### src/rtl/uart_pkg.sv
// rtl/uart_pkg.sv - shared UART encodings, tx state type and check-bit helper
package uart_pkg;

  // Check-slot encodings, shared with uart_rx
  localparam int UART_CHECK_NONE = 0;
  localparam int UART_CHECK_ODD  = 1;
  localparam int UART_CHECK_EVEN = 2;

  // Widest data word any UART frame in the family carries
  localparam int UART_MAX_DATA_WIDTH = 9;

  typedef enum logic [2:0] {
    TX_IDLE  = 3'd0,
    TX_START = 3'd1,
    TX_DATA  = 3'd2,
    TX_CHECK = 3'd3,
    TX_STOP  = 3'd4
  } uart_tx_state_e;

  // Check-slot value for a data word; narrower words are zero-extended,
  // which leaves the reduction XOR unchanged.
  function automatic logic uart_check_bit(
    input logic [UART_MAX_DATA_WIDTH-1:0] data,
    input int                             check
  );
    logic bit_v;
    case (check)
      UART_CHECK_ODD:  bit_v = ~^data;
      UART_CHECK_EVEN: bit_v = ^data;
      default:         bit_v = 1'b1;
    endcase
    return bit_v;
  endfunction

endpackage

### src/rtl/uart_tx.sv
// rtl/uart_tx.sv - UART transmitter, one bit per clock, frame compatible with uart_rx
module uart_tx
  import uart_pkg::*;
#(
  parameter int P_SYSTEM_CLK      = 50_000_000,
  parameter int P_UART_BUADRATE   = 9600,
  parameter int P_UART_DATA_WIDTH = 8,
  parameter int P_UART_STOP_WIDTH = 1,
  parameter int P_UART_CHECK      = 0
) (
  input  logic                         i_clk,
  input  logic                         i_rst,
  input  logic [P_UART_DATA_WIDTH-1:0] i_user_tx_data,
  input  logic                         i_user_tx_valid,
  output logic                         o_user_tx_ready,
  output logic                         o_uart_tx
);

  localparam int CNT_MAX = (P_UART_DATA_WIDTH > P_UART_STOP_WIDTH) ?
                           P_UART_DATA_WIDTH : P_UART_STOP_WIDTH;
  localparam int CNT_W   = $clog2(CNT_MAX + 1);

  localparam logic [CNT_W-1:0] DATA_LAST = CNT_W'(P_UART_DATA_WIDTH - 1);
  localparam logic [CNT_W-1:0] STOP_LAST = CNT_W'(P_UART_STOP_WIDTH - 1);
  localparam logic [CNT_W-1:0] CNT_ONE   = CNT_W'(1);

  // Reject unsupported frame shapes at elaboration
  if (P_UART_DATA_WIDTH < 5 || P_UART_DATA_WIDTH > UART_MAX_DATA_WIDTH) begin : g_bad_data_width
    $error("uart_tx: P_UART_DATA_WIDTH must be in 5..9");
  end
  if (P_UART_STOP_WIDTH != 1 && P_UART_STOP_WIDTH != 2) begin : g_bad_stop_width
    $error("uart_tx: P_UART_STOP_WIDTH must be 1 or 2");
  end
  if (P_UART_CHECK != UART_CHECK_NONE && P_UART_CHECK != UART_CHECK_ODD &&
      P_UART_CHECK != UART_CHECK_EVEN) begin : g_bad_check
    $error("uart_tx: P_UART_CHECK must be 0 (NONE), 1 (ODD) or 2 (EVEN)");
  end
  if (P_UART_BUADRATE <= 0 || P_SYSTEM_CLK < P_UART_BUADRATE) begin : g_bad_rates
    $error("uart_tx: clock/baud rate parameters are inconsistent");
  end

  uart_tx_state_e                 state_q;
  logic [CNT_W-1:0]               cnt_q;
  logic [P_UART_DATA_WIDTH-1:0]   shift_q;
  logic                           check_q;
  logic                           tx_q;
  logic                           init_done_q;

  logic                           last_stop;
  logic                           handshake;
  logic                           new_check;

  // Ready is open in IDLE, or in the final stop cycle so frames chain with no gap
  always_comb begin
    last_stop       = (state_q == TX_STOP) && (cnt_q == STOP_LAST);
    o_user_tx_ready = init_done_q && ((state_q == TX_IDLE) || last_stop);
    handshake       = i_user_tx_valid && o_user_tx_ready;
    new_check       = uart_check_bit(UART_MAX_DATA_WIDTH'(i_user_tx_data), P_UART_CHECK);
  end

  assign o_uart_tx = tx_q;

  // Frame FSM: tx_q always carries the bit of the state being entered
  always_ff @(posedge i_clk or negedge i_rst) begin
    if (!i_rst) begin
      state_q     <= TX_IDLE;
      cnt_q       <= '0;
      shift_q     <= '0;
      check_q     <= 1'b0;
      tx_q        <= 1'b1;
      init_done_q <= 1'b0;
    end else begin
      init_done_q <= 1'b1;
      case (state_q)
        TX_IDLE: begin
          cnt_q <= '0;
          if (handshake) begin
            state_q <= TX_START;
            shift_q <= i_user_tx_data;
            check_q <= new_check;
            tx_q    <= 1'b0;
          end else begin
            tx_q    <= 1'b1;
          end
        end
        TX_START: begin
          state_q <= TX_DATA;
          cnt_q   <= '0;
          tx_q    <= shift_q[0];
          shift_q <= shift_q >> 1;
        end
        TX_DATA: begin
          if (cnt_q == DATA_LAST) begin
            state_q <= TX_CHECK;
            cnt_q   <= '0;
            tx_q    <= check_q;
          end else begin
            cnt_q   <= cnt_q + CNT_ONE;
            tx_q    <= shift_q[0];
            shift_q <= shift_q >> 1;
          end
        end
        TX_CHECK: begin
          state_q <= TX_STOP;
          cnt_q   <= '0;
          tx_q    <= 1'b1;
        end
        TX_STOP: begin
          if (cnt_q == STOP_LAST) begin
            cnt_q <= '0;
            if (handshake) begin
              state_q <= TX_START;
              shift_q <= i_user_tx_data;
              check_q <= new_check;
              tx_q    <= 1'b0;
            end else begin
              state_q <= TX_IDLE;
              tx_q    <= 1'b1;
            end
          end else begin
            cnt_q <= cnt_q + CNT_ONE;
            tx_q  <= 1'b1;
          end
        end
        default: begin
          state_q <= TX_IDLE;
          cnt_q   <= '0;
          tx_q    <= 1'b1;
        end
      endcase
    end
  end

endmodule

### config.mk
export PLATFORM = sky130hd
export DESIGN_NAME = uart_tx
export DESIGN_NICKNAME = d
export VERILOG_FILES = /design/src/rtl/uart_pkg.sv /design/src/rtl/uart_tx.sv
export SDC_FILE = /design/constraint.sdc
export NUM_CORES = 1
export LEC_CHECK = 0
export CORE_MARGIN = 1.5
export CORE_UTILIZATION = 38
export CTS_BUF_LIST = sky130_fd_sc_hd__clkbuf_4 sky130_fd_sc_hd__clkbuf_8
export DETAILED_ROUTE_END_ITERATION = 6
export GPL_TIMING_DRIVEN = 0
export HOLD_SLACK_MARGIN = 0.02
export PLACE_DENSITY = 0.57
export RECOVER_POWER = 25
export SYNTH_ARGS = -nofsm -noshare
export SYNTH_HDL_FRONTEND = slang
export SYNTH_SLANG_ARGS = --single-unit
### constraint.sdc
create_clock -name i_clk -period 2 [get_ports i_clk]
set_input_delay 0.2 -clock i_clk [delete_from_list [all_inputs] [get_ports i_clk]]
set_output_delay 0.2 -clock i_clk [all_outputs]
set_load 0.02 [all_outputs]
# Word level (Yosys, flattened, before mapping)
# Index checks and enable logic that the tools add are counted.
totals:
  register_bits: 18
  inputBits: 11
  out_inout_bits: 2
  wordCells: 46
op_classes:
  n_addsub: 1
  eq_ne: 9
  muxes: 19
  reduce_logical: 11
ops:
  columns: ["operator", "n"]
  rows:
  - ["$pmux 8 s4", 1]
  - ["$mux 8", 3]
  - ["$pmux 3 s5", 1]
  - ["$mux 3", 3]
  - ["$mux 4", 2]
  - ["$pmux 4 s2", 1]
  - ["$eq 3x2->1 const B", 2]
  - ["$mux 1", 6]
  - ["$ne 2x2->1 const B", 3]
  - ["$reduce_and 3->1", 2]
  - ["$add 4x1->4 const B", 1]
  - ["$eq 4x3->1 const B", 1]
  - ["$logic_not 4->1", 1]
  - ["$pmux 1 s4", 1]
  - ["$reduce_bool 4->1", 1]
  - ["$eq 3x1->1 const B", 1]
  - ["$eq 3x3->1 const B", 1]
  - ["$logic_and 1x1->1", 3]
  - ["$logic_not 3->1", 1]
  - ["$ne 2x1->1 const B", 1]
  - ["$pmux 1 s2", 1]
  - ["$reduce_and 2->1", 1]
  - ["$reduce_bool 2->1", 1]
  - ["$logic_or 1x1->1", 1]

# Depth between registers and ports, before layout
# Gate-level depths: netlist (run 1).
depth:
  word_depth: 8
  mapped_depth: 6

# Worst setup path after synthesis (run 1)
# Ideal clock, no wire load.
synth_path:
  path_type: "register -> register"
  startpoint: "reg cnt_q[0]"
  endpoint: "reg shift_q[0]"
  setup_ns: 0.125
  t_arrival_ns: 1.661
  path_slack_ns: 0.214
  stages_incl_launch_ff: 7
  n_path_buf: 0
  period_less_slack_ns: 1.786
  cell_sequence: "dfrtp_1 -> inv_1 -> ha_1 -> nor3b_2 -> o2111a_1 -> a2bb2oi_4 -> mux2_4"
synth_via:
  elab_chain_cells: 8
  elab_cells_between_ends: 12
  cone_classes: "3 x eq/ne; 3 x mux; 6 x reduce/logical"
synth_lines:
  columns: ["item", "line", "source"]
  rows:
  - ["start, declared", "uart_tx.sv:43", "logic [CNT_W-1:0] cnt_q;"]
  - ["start signal, assigned", "uart_tx.sv:98", "cnt_q <= cnt_q + CNT_ONE;"]
  - ["start signal, assigned", "uart_tx.sv:121", "cnt_q <= cnt_q + CNT_ONE;"]
  - ["$logic_not 4->1", "uart_tx.sv:55, uart_tx.sv:109", null]
  - ["$logic_and 1x1->1", "uart_tx.sv:55", "last_stop = (state_q == TX_STOP) && (cnt_q == STOP_LAST);"]
  - ["$logic_or 1x1->1", "uart_tx.sv:56", "o_user_tx_ready = init_done_q && ((state_q == TX_IDLE) || last_stop);"]
  - ["$logic_and 1x1->1", "uart_tx.sv:56", null]
  - ["$logic_and 1x1->1", "uart_tx.sv:57", "handshake = i_user_tx_valid && o_user_tx_ready;"]
  - ["$mux 8 (2 in a row)", null, null]
  - ["$pmux 8 s4", null, null]
  - ["end signal, assigned", "uart_tx.sv:79", "shift_q <= i_user_tx_data;"]
  - ["end signal, assigned", "uart_tx.sv:90", "shift_q <= shift_q >> 1;"]
  - ["end signal, assigned", "uart_tx.sv:100", "shift_q <= shift_q >> 1;"]
  - ["end, declared", "uart_tx.sv:44", "logic [P_UART_DATA_WIDTH-1:0] shift_q;"]
# Parallel ways exist; a longest one is shown, timed or not. The select of a mux whose other input is x is not followed.
# A chain may end at the register's enable or synchronous reset.

# Worst setup path in the final report (run 1)
layout_path:
  startpoint: "reg cnt_q[0]"
  endpoint: "reg shift_q[2]"
# Same word-level chain as after synthesis.

==> results of run 1 <==
cell type report:
class | count | area, sq um | share of cell area [%]
tap | 28 | 35.0 | 3.06
clock buffer | 4 | 30.0 | 2.62
timing repair buffer | 13 | 135 | 11.8
inverter | 4 | 15.0 | 1.31
buffer | 3 | 22.5 | 1.97
sequential | 18 | 452 | 39.4
multi-input combinational | 49 | 457 | 39.8
metal layers:
| metal | vias up | track usage, % | routed length (um) |
|---|---|---|---|
| li1 | 290 | - | - |
| met2 | 6 | 21.3 | 696 |
| met3 | 2 | 2.54 | 30 |
| met1 | 277 | 18.2 | 700 |
| met5 | - | 0 | 0 |
| met4 | 0 | 5.13 | 15 |
worst paths after layout:
kind                                      from                endpoint  depth (start not counted)  slack (ns)
hold reg to reg            check_q$_DFFE_PN0P_     check_q$_DFFE_PN0P_                          1        0.48
min in group i_clk         check_q$_DFFE_PN0P_     check_q$_DFFE_PN0P_                          1        0.48
max in group asynchronous                i_rst      cnt_q[1]$_DFF_PN0_                          1        1.05
setup / recovery            cnt_q[0]$_DFF_PN0_  shift_q[2]$_DFFE_PN0P_                          7        0.14
setup reg to reg            cnt_q[0]$_DFF_PN0_  shift_q[2]$_DFFE_PN0P_                          7        0.14
hold / removal                           i_rst   init_done_q$_DFF_PN0_                          1        0.44
critical path, stage by stage (launching register included):
cell and delay (ns):
dfrtp_1 0.42, inv_1 0.07, ha_1 0.13, nor3b_2 0.22, o2111a_2 0.30, a2bb2oi_4 0.17
buf_12 0.15, mux2_4 0.30
through the flow:
step,instance area (sq um),worst slack [ns],cells
6_report,1150,0.145,119
3_5_place_dp,1100,-0.0189,114
2_1_floorplan,945,0.214,74
4_1_cts,1150,0.0253,119
5_1_grt,1150,0.0214,119
3_3_place_gp,1100,0.00356,114
cell families (layout without fill, tap and decap cells):
group	after synthesis	count (layout)	synth area share, %
and+or+nand+nor	19	19	12.7
buffers and inverters	7	24	3.97
AOI/OAI and AO/OA	8	8	8.21
DFF	18	18	47.8
other	1	1	0.397
xor gates and xnor gates	4	4	3.71
muxes	15	15	20.5
adders and majority gates	2	2	2.65
cell usage after synthesis:
cell type / number / area (sq um)
nor3b_1: 1 / 7.51
a21oi_1: 1 / 5.00
a211oi_1: 1 / 7.51
and3_1: 1 / 6.26
inv_1: 3 / 11.3
a2bb2oi_4: 1 / 26.3
nor4b_1: 1 / 8.76
dfrtp_1: 17 / 425
nor2_4: 1 / 11.3
mux2_2: 7 / 78.8
nand3_1: 2 / 10.0
ha_1: 2 / 25.0
nand2b_1: 2 / 12.5
nor3_1: 2 / 10.0
inv_2: 1 / 3.75
nand3b_1: 1 / 7.51
a21o_1: 1 / 7.51
o21ai_0: 1 / 5.00
dfstp_2: 1 / 26.3
or2_2: 1 / 6.26
clkbuf_1: 1 / 3.75
conb_1: 1 / 3.75
mux2i_1: 1 / 10.0
buf_6: 1 / 11.3
mux2_4: 7 / 105
xnor2_1: 3 / 26.3
and3b_1: 1 / 8.76
nor2_1: 5 / 18.8
o2111a_1: 1 / 11.3
xor2_1: 1 / 8.76
nor3b_2: 1 / 12.5
buf_4: 1 / 7.51
o21bai_1: 1 / 7.51
o31ai_1: 1 / 7.51
report_power, final:
| part | switching (uW) | total, uW | internal (uW) |
|---|---|---|---|
| combinational | 351 | 900 | 550 |
| sequential | 76.7 | 578 | 501 |
| clock | 104 | 195 | 90.8 |
| total | 531 | 1670 | 1140 |
sequential cells by signal (all words and copies together), names as in the netlist:
register,cells
o_uart_tx,1
state_q,3
shift_q,8
cnt_q,4
init_done_q,1
check_q,1
timing repair:
item,CTS,global route
buffers inserted,1,0
pin swaps,1,0
gates resized for setup,1,3
setup endpoints to repair,8,8
endpoints found under the hold margin,0,0
==> results.json, run 1 <==
{
  "status": "complete, no violations",
  "hold_ws_ns": 0.438,
  "rsz0062_at_grt": "false",
  "cts.sinks": 18,
  "dp_hpwl_um": 1070,
  "start_util_pct": 41.5,
  "fin_crit_ns": 1.86,
  "antenna_found_initial": 0,
  "drt-initial-drc-count": 5,
  "antenna_cells": 0,
  "drtPass1Iterations": 2,
  "maxCapViolations": 0,
  "vias_per_cell": 4.83,
  "vdd_drop_max_v": 0.000679,
  "numCtsBuffers": 3,
  "grt_pass1_wl_um": 2740,
  "cts_hold_buf": 0,
  "dieArea_sq_um": 2790,
  "final_util_pct": 50.4,
  "yosysWarnings": 0,
  "post-route-period-util_pct": 92.8,
  "h-tree-depth": 1,
  "fillCellCount": 216,
  "hold_path_class": "in2async",
  "path_clk_slew_ns": 0.10,
  "ys_types": 34,
  "crit_fanout": 8,
  "grt_usage_pct": 13.5,
  "row_count": 17,
  "drive_above_1_share_pct": 31.9,
  "hold_viol": 0,
  "io_pins": 13,
  "synthCells": 74,
  "netlist_area_sq_um": 945,
  "fmax_ghz": 0.539,
  "ys_ff_latch": 18,
  "skew_ns": 0.00909,
  "power_density_nw_per_um2": 1460,
  "final_antenna_net_count": 0,
  "leakagePower_uw": 0.000501,
  "slew_violations": 0,
  "mostFrequentLayoutCells": "dfrtp_1, clkdlybuf4s50_1, mux2_2, mux2_4, nor2_1",
  "cp_data_required_time_ns": 2.17,
  "area_growth_pct": 21.3,
  "die_h_um": 52.9,
  "drc": 0,
  "worst_pin_slew_ns": 0.808,
  "synth_area_per_cell_sq_um": 12.8,
  "nets": 105,
  "port_buffers": 12,
  "num_vias": 575,
  "seq_area_frac_synth_pct": 47.8,
  "grt_max_degree": 19,
  "synthesis.nets": 87,
  "wl_um": 1440,
  "cts_tree": "done",
  "clock_latency_ns": 0.28,
  "path_class": "reg2reg",
  "routedWlPerCell_um": 12.1,
  "die_w_um": 52.9,
  "root_buffer": "clkbuf_4",
  "crit_path_start_kind": "register",
  "grt_pass1_vias": 605,
  "cts_buffer_depth": 2,
  "setup_viol": 0,
  "gp_congestion": 0.680,
  "overflow": 0,
  "fin_setup_tns_ns": 0,
  "worstPathArrival_ns": 2.02,
  "max_slew_margin_pct": 46.0,
  "core-area_sq_um": 2280,
  "final_common_cell": "dfrtp_1",
  "end_kind": "register",
  "power_uw": 1670
}
(Power assumes the default switching activity.)
==> run 2: changes to the inputs <==
--- a/config.mk
+++ b/config.mk
@@ -6,13 +6,14 @@
 export NUM_CORES = 1
 export LEC_CHECK = 0
 export CORE_MARGIN = 1.5
-export CORE_UTILIZATION = 38
+export CORE_UTILIZATION = 55
 export CTS_BUF_LIST = sky130_fd_sc_hd__clkbuf_4 sky130_fd_sc_hd__clkbuf_8
 export DETAILED_ROUTE_END_ITERATION = 6
 export GPL_TIMING_DRIVEN = 0
 export HOLD_SLACK_MARGIN = 0.02
-export PLACE_DENSITY = 0.57
+export PLACE_DENSITY = 0.78
 export RECOVER_POWER = 25
+export SKIP_LAST_GASP = 1
 export SYNTH_ARGS = -nofsm -noshare
 export SYNTH_HDL_FRONTEND = slang
 export SYNTH_SLANG_ARGS = --single-unit
==> run 2 against run 1 <==
Die area down 29%. Clock skew down 0.0034 ns. Routed wire length up 4.6%. Hold slack worse by 0.019 ns. Register-to-register slack about the same. Utilization up 23 points. Via count up 2.8%. Sequential share of layout area up 0.086 points. Sequential power up 1%. Clock-buffer cell count unchanged. First-iteration DRC count down 80%. Largest cell class unchanged. Highest routed layer unchanged.
==> results.json, run 2 (synthesis gave the netlist of run 1 again) <==
{
  "status": "complete, no violations",
  "routedWlPerCell_um": 14.1,
  "dp_hpwl_um": 1140,
  "drc": 0,
  "nets": 105,
  "post-route-period-util_pct": 93.3,
  "met2_wirelength_um": 794,
  "fillCellCount": 105,
  "routed-wl-met3_um": 45,
  "regMostFlops": "shift_q",
  "antenna_found_initial": 0,
  "clock_latency_ns": 0.29,
  "cp_data_required_time_ns": 2.18,
  "power_density_nw_per_um2": 1510,
  "worst_pin_slew_ns": 0.779,
  "drive_above_1_share_pct": 31.9,
  "num_vias": 591,
  "h-tree-depth": 1,
  "crit_fanout": 8,
  "row_count": 14,
  "fin_ws_ns": 0.135,
  "overflow": 0,
  "power_uw": 1730,
  "largest_reg_flops": 8,
  "cts_tree": "done",
  "path_class": "reg2reg",
  "cts_hold_buf": 0,
  "final_common_cell": "dfrtp_1",
  "multi_input_area_sq_um": 463,
  "worst_path_max_delay_cell": "dfrtp_1",
  "cts_buffer_depth": 2,
  "path_clk_slew_ns": 0.10,
  "regArea_sq_um": 452,
  "drtPass1Iterations": 3,
  "wl_met1_um": 642,
  "mostFrequentLayoutCells": "dfrtp_1, clkdlybuf4s50_1, mux2_2, mux2_4, nor2_1",
  "io_pins": 13,
  "rsz0062_at_grt": "false",
  "slew_violations": 0,
  "final_antenna_net_count": 0,
  "reg_top3": "shift_q (8), cnt_q (4), state_q (3)",
  "grt_pass1_wl_um": 2750,
  "antenna_cells": 0,
  "root_buffer": "clkbuf_4",
  "core-area_sq_um": 1560,
  "port_buffers": 12,
  "grt_max_degree": 19,
  "skew_ns": 0.00574,
  "maxCapViolations": 0,
  "drt-initial-drc-count": 1,
  "vdd_drop_max_v": 0.000820,
  "wl_um": 1510,
  "numCtsBuffers": 3,
  "hold_viol": 0,
  "leakagePower_uw": 0.000505,
  "fin_crit_ns": 1.87,
  "max_slew_margin_pct": 47.9,
  "hold_path_class": "in2async",
  "cpPeakStageDelay_ns": 0.42,
  "gp_congestion": 0.733,
  "pre_cts_ws_ns": -0.00196,
  "cts.sinks": 18,
  "maxUsedRoutingLayer": "met4",
  "vias_per_cell": 5.52,
  "die_h_um": 44.4,
  "dieArea_sq_um": 1980,
  "crit_path_start_kind": "register",
  "start_util_pct": 60.6,
  "worstPathArrival_ns": 2.05,
  "cp_num_buf_inv": 2,
  "setup_viol": 0,
  "die_w_um": 44.4,
  "grt_usage_pct": 19.9,
  "end_kind": "register",
  "critical_path.cell_chain": "inv_1 -> ha_1 -> nor3b_4 -> o2111a_2 -> a2bb2oi_4 -> buf_12 -> mux2_4",
  "area_growth_pct": 21.1,
  "fmax_ghz": 0.536,
  "grt_pass1_vias": 653,
  "path_delay_family": "compound AO/OA/AOI/OAI gates"
}
-- run 2: cell count changes in the layout (fill, tap and decap cells not counted) --
| cell | previous run | this run |
|---|---|---|
| nor3b_4 | 0 | 1 |
| clkbuf_8 | 0 | 1 |
| clkbuf_4 | 4 | 3 |
| nor3b_2 | 1 | 0 |
-- run 2: area by class of cell --
cell class	count	share of cell area [%]
Inverter	4	1.31
Multi-Input combinational cell	49	40.5
Timing Repair Buffer	13	11.8
Clock buffer	4	3.17
Buffer	3	1.97
Tap cell	16	1.75
Sequential cell	18	39.5
-- run 2: worst register-to-register path: stages (launching register included) --
cell	delay (ns)
dfrtp_1	0.42
inv_1	0.07
ha_1	0.15
nor3b_4	0.21
o2111a_2	0.29
a2bb2oi_4	0.17
buf_12	0.15
mux2_4	0.30
-- run 2: repair_timing --
| action | 4_1_cts | 5_1_grt |
|---|---|---|
| pin swaps | 1 | 0 |
| setup endpoints to repair | 8 | 8 |
| gates resized for setup | 1 | 4 |
| cloned | 0 | 0 |
| setup buffers | 1 | 0 |
-- run 2: where the power goes --
group,switching (uW),internal [uW]
combinational,364,566
sequential,82.7,501
clock,106,111
-- run 2: through the flow --
stage / hold slack (ns) / utilization (%) / cells / setup TNS, ns / instance area [sq um]
after floorplan: -0.0956 / - / 74 / 0 / 945
after global placement: 0.456 / 69.6 / 102 / 0 / 1080
after detailed placement: 0.459 / 69.6 / 102 / -0.00196 / 1080
after CTS: 0.366 / 73.1 / 107 / 0 / 1140
after global routing: 0.473 / 73.4 / 107 / 0 / 1140
final: 0.419 / 73.4 / 107 / 0 / 1140
-- run 2: path summary, 6_finish.rpt --
kind	start	endpoint	slack, ns	depth (start not counted)
worst max-delay path	cnt_q[0]$_DFF_PN0_	shift_q[0]$_DFFE_PN0P_	0.13	7
min in group i_clk	check_q$_DFFE_PN0P_	check_q$_DFFE_PN0P_	0.47	1
worst max register to register	cnt_q[0]$_DFF_PN0_	shift_q[0]$_DFFE_PN0P_	0.13	7
worst min register to register	check_q$_DFFE_PN0P_	check_q$_DFFE_PN0P_	0.47	1
max in group asynchronous	i_rst	state_q[2]$_DFFE_PN0P_	1.09	1
worst min-delay path	i_rst	shift_q[5]$_DFFE_PN0P_	0.42	1
-- run 2: per-layer routing --
layer	up-vias	global-route usage (%)
met5	-	0
li1	292	-
met1	285	23.8
met2	10	32.9
met3	4	3.67
met4	0	12.7
==> run 3: changes to the inputs <==
--- a/config.mk
+++ b/config.mk
@@ -5,10 +5,11 @@
 export SDC_FILE = /design/constraint.sdc
 export NUM_CORES = 1
 export LEC_CHECK = 0
-export CORE_MARGIN = 1.5
+export CORE_MARGIN = 3
 export CORE_UTILIZATION = 55
 export CTS_BUF_LIST = sky130_fd_sc_hd__clkbuf_4 sky130_fd_sc_hd__clkbuf_8
 export DETAILED_ROUTE_END_ITERATION = 6
+export GPL_ROUTABILITY_DRIVEN = 0
 export GPL_TIMING_DRIVEN = 0
 export HOLD_SLACK_MARGIN = 0.02
 export PLACE_DENSITY = 0.78
==> run 3 against run 2 <==
Maximum frequency fell by 1.1%. Clock skew is 0.0019 ns higher. Register-to-register slack got worse by 0.02 ns. Combinational power down 2.2%. Largest power group unchanged. Die area up 14%.
==> results.json, run 3 (synthesis gave the netlist of run 1 again) <==
{
  "dp_hpwl_um": 1080,
  "path_clk_slew_ns": 0.11,
  "final_common_cell": "dfrtp_1",
  "h-tree-depth": 1,
  "vias_per_cell": 5.54,
  "rsz0062_at_grt": "false",
  "largest_reg_flops": 8,
  "cts.sinks": 18,
  "cp_data_required_time_ns": 2.19,
  "antenna_found_initial": 0,
  "path_class": "reg2reg",
  "max_slew_margin_pct": 45.2,
  "root_buffer": "clkbuf_4",
  "regArea_sq_um": 452,
  "grt_pass1_wl_um": 2650,
  "skew_ns": 0.00764,
  "cts_tree": "done",
  "cts_hold_buf": 0,
  "row_count": 14,
  "reg2reg_depth": 7,
  "start_util_pct": 60.6,
  "power_density_nw_per_um2": 1500,
  "die_h_um": 47.4,
  "numCtsBuffers": 3,
  "crit_fanout": 8,
  "drc": 0,
  "clock_latency_ns": 0.30,
  "port_buffers": 12,
  "regToRegSetupSlack_ns": 0.11,
  "die_w_um": 47.4,
  "area_growth_pct": 19.7,
  "stdcell_area_sq_um": 1130,
  "fin_crit_ns": 1.89,
  "reg_top3": "shift_q (8), cnt_q (4), state_q (3)",
  "hold_viol": 0,
  "leakagePower_uw": 0.000501,
  "drt-initial-drc-count": 4,
  "dieArea_sq_um": 2250,
  "crit_path_start_kind": "register",
  "fmax_ghz": 0.530,
  "drtPass1Iterations": 3,
  "slew_violations": 0,
  "nets": 105,
  "setup_viol": 0,
  "cts_buffer_depth": 2,
  "drive_above_1_share_pct": 31.9,
  "num_vias": 593,
  "status": "complete, no violations",
  "wl_um": 1530,
  "end_kind": "register",
  "routedWlPerCell_um": 14.3,
  "multi_input_area_sq_um": 457,
  "core-area_sq_um": 1560,
  "regMostFlops": "shift_q",
  "io_pins": 13,
  "grt_max_degree": 19,
  "placedInstanceArea_sq_um": 1080,
  "mostFrequentLayoutCells": "dfrtp_1, clkdlybuf4s50_1, mux2_2, mux2_4, nor2_1",
  "overflow": 0,
  "grt_usage_pct": 17.6,
  "maxCapViolations": 0,
  "vdd_drop_max_v": 0.000918,
  "post-route-period-util_pct": 94.3,
  "worst_pin_slew_ns": 0.819,
  "hold_path_class": "in2async",
  "antenna_cells": 0,
  "worstPathArrival_ns": 2.08,
  "final_antenna_net_count": 0,
  "grt_pass1_vias": 608,
  "fin_setup_tns_ns": 0,
  "fillCellCount": 117
}
run 3: cell counts in the layout (fill, tap and decap cells not counted):
No cell type changed its count.
run 3: layer usage:
layer | global-route usage, % | vias up | wire length (um)
met4 | 11.6 | 0 | 46
met1 | 21.4 | 286 | 719
met2 | 28.3 | 10 | 716
met3 | 3.38 | 5 | 45
met5 | 0 | - | 0
li1 | - | 292 | -
run 3: path summary, 6_finish.rpt:
check                                          from                     end
worst max register to register   cnt_q[0]$_DFF_PN0_  shift_q[1]$_DFFE_PN0P_
max in group asynchronous                     i_rst  state_q[0]$_DFFE_PN0P_
worst max-delay path             cnt_q[0]$_DFF_PN0_  shift_q[1]$_DFFE_PN0P_
min in group i_clk              check_q$_DFFE_PN0P_     check_q$_DFFE_PN0P_
worst min-delay path                          i_rst      cnt_q[1]$_DFF_PN0_
worst min register to register  check_q$_DFFE_PN0P_     check_q$_DFFE_PN0P_
run 3: what timing repair did:
item	4_1_cts	5_1_grt
pin swaps	1	0
setup buffers	1	0
resized for setup	1	3
endpoints found under the setup margin	8	8
run 3: critical path, stage by stage, from the launching register on:
cell       delay (ns)
dfrtp_1          0.42
inv_1            0.07
ha_1             0.13
nor3b_2          0.24
o2111a_2         0.30
a2bb2oi_4        0.17
buf_12           0.15
mux2_4           0.30
run 3: power by group:
group,internal (uW),total [uW],switching [uW]
sequential,501,584,82.7
combinational,550,910,360
clock,91.3,208,117
run 3: layout make-up:
type                            count  area share, %
Multi-Input combinational cell     49           40.4
Sequential cell                    18           39.9
Timing Repair Buffer               13           11.9
Clock buffer                        4           2.65
Buffer                              3           1.99
Tap cell                           16           1.77
Inverter                            4           1.33
run 3: metrics by stage:
step / utilization (%) / worst slack, ns / power, uW / cells / hold slack (ns)
detailed placement: 69.6 / 0.0101 / 1440 / 102 / 0.457
CTS: 72.7 / 0.0108 / 1710 / 107 / 0.386
finish: 72.6 / 0.113 / 1700 / 107 / 0.428
floorplan: - / 0.214 / 1270 / 74 / -0.0956
global placement: 69.6 / 0.0303 / 1410 / 102 / 0.455
global route: 72.6 / 0.0473 / 1820 / 107 / 0.472
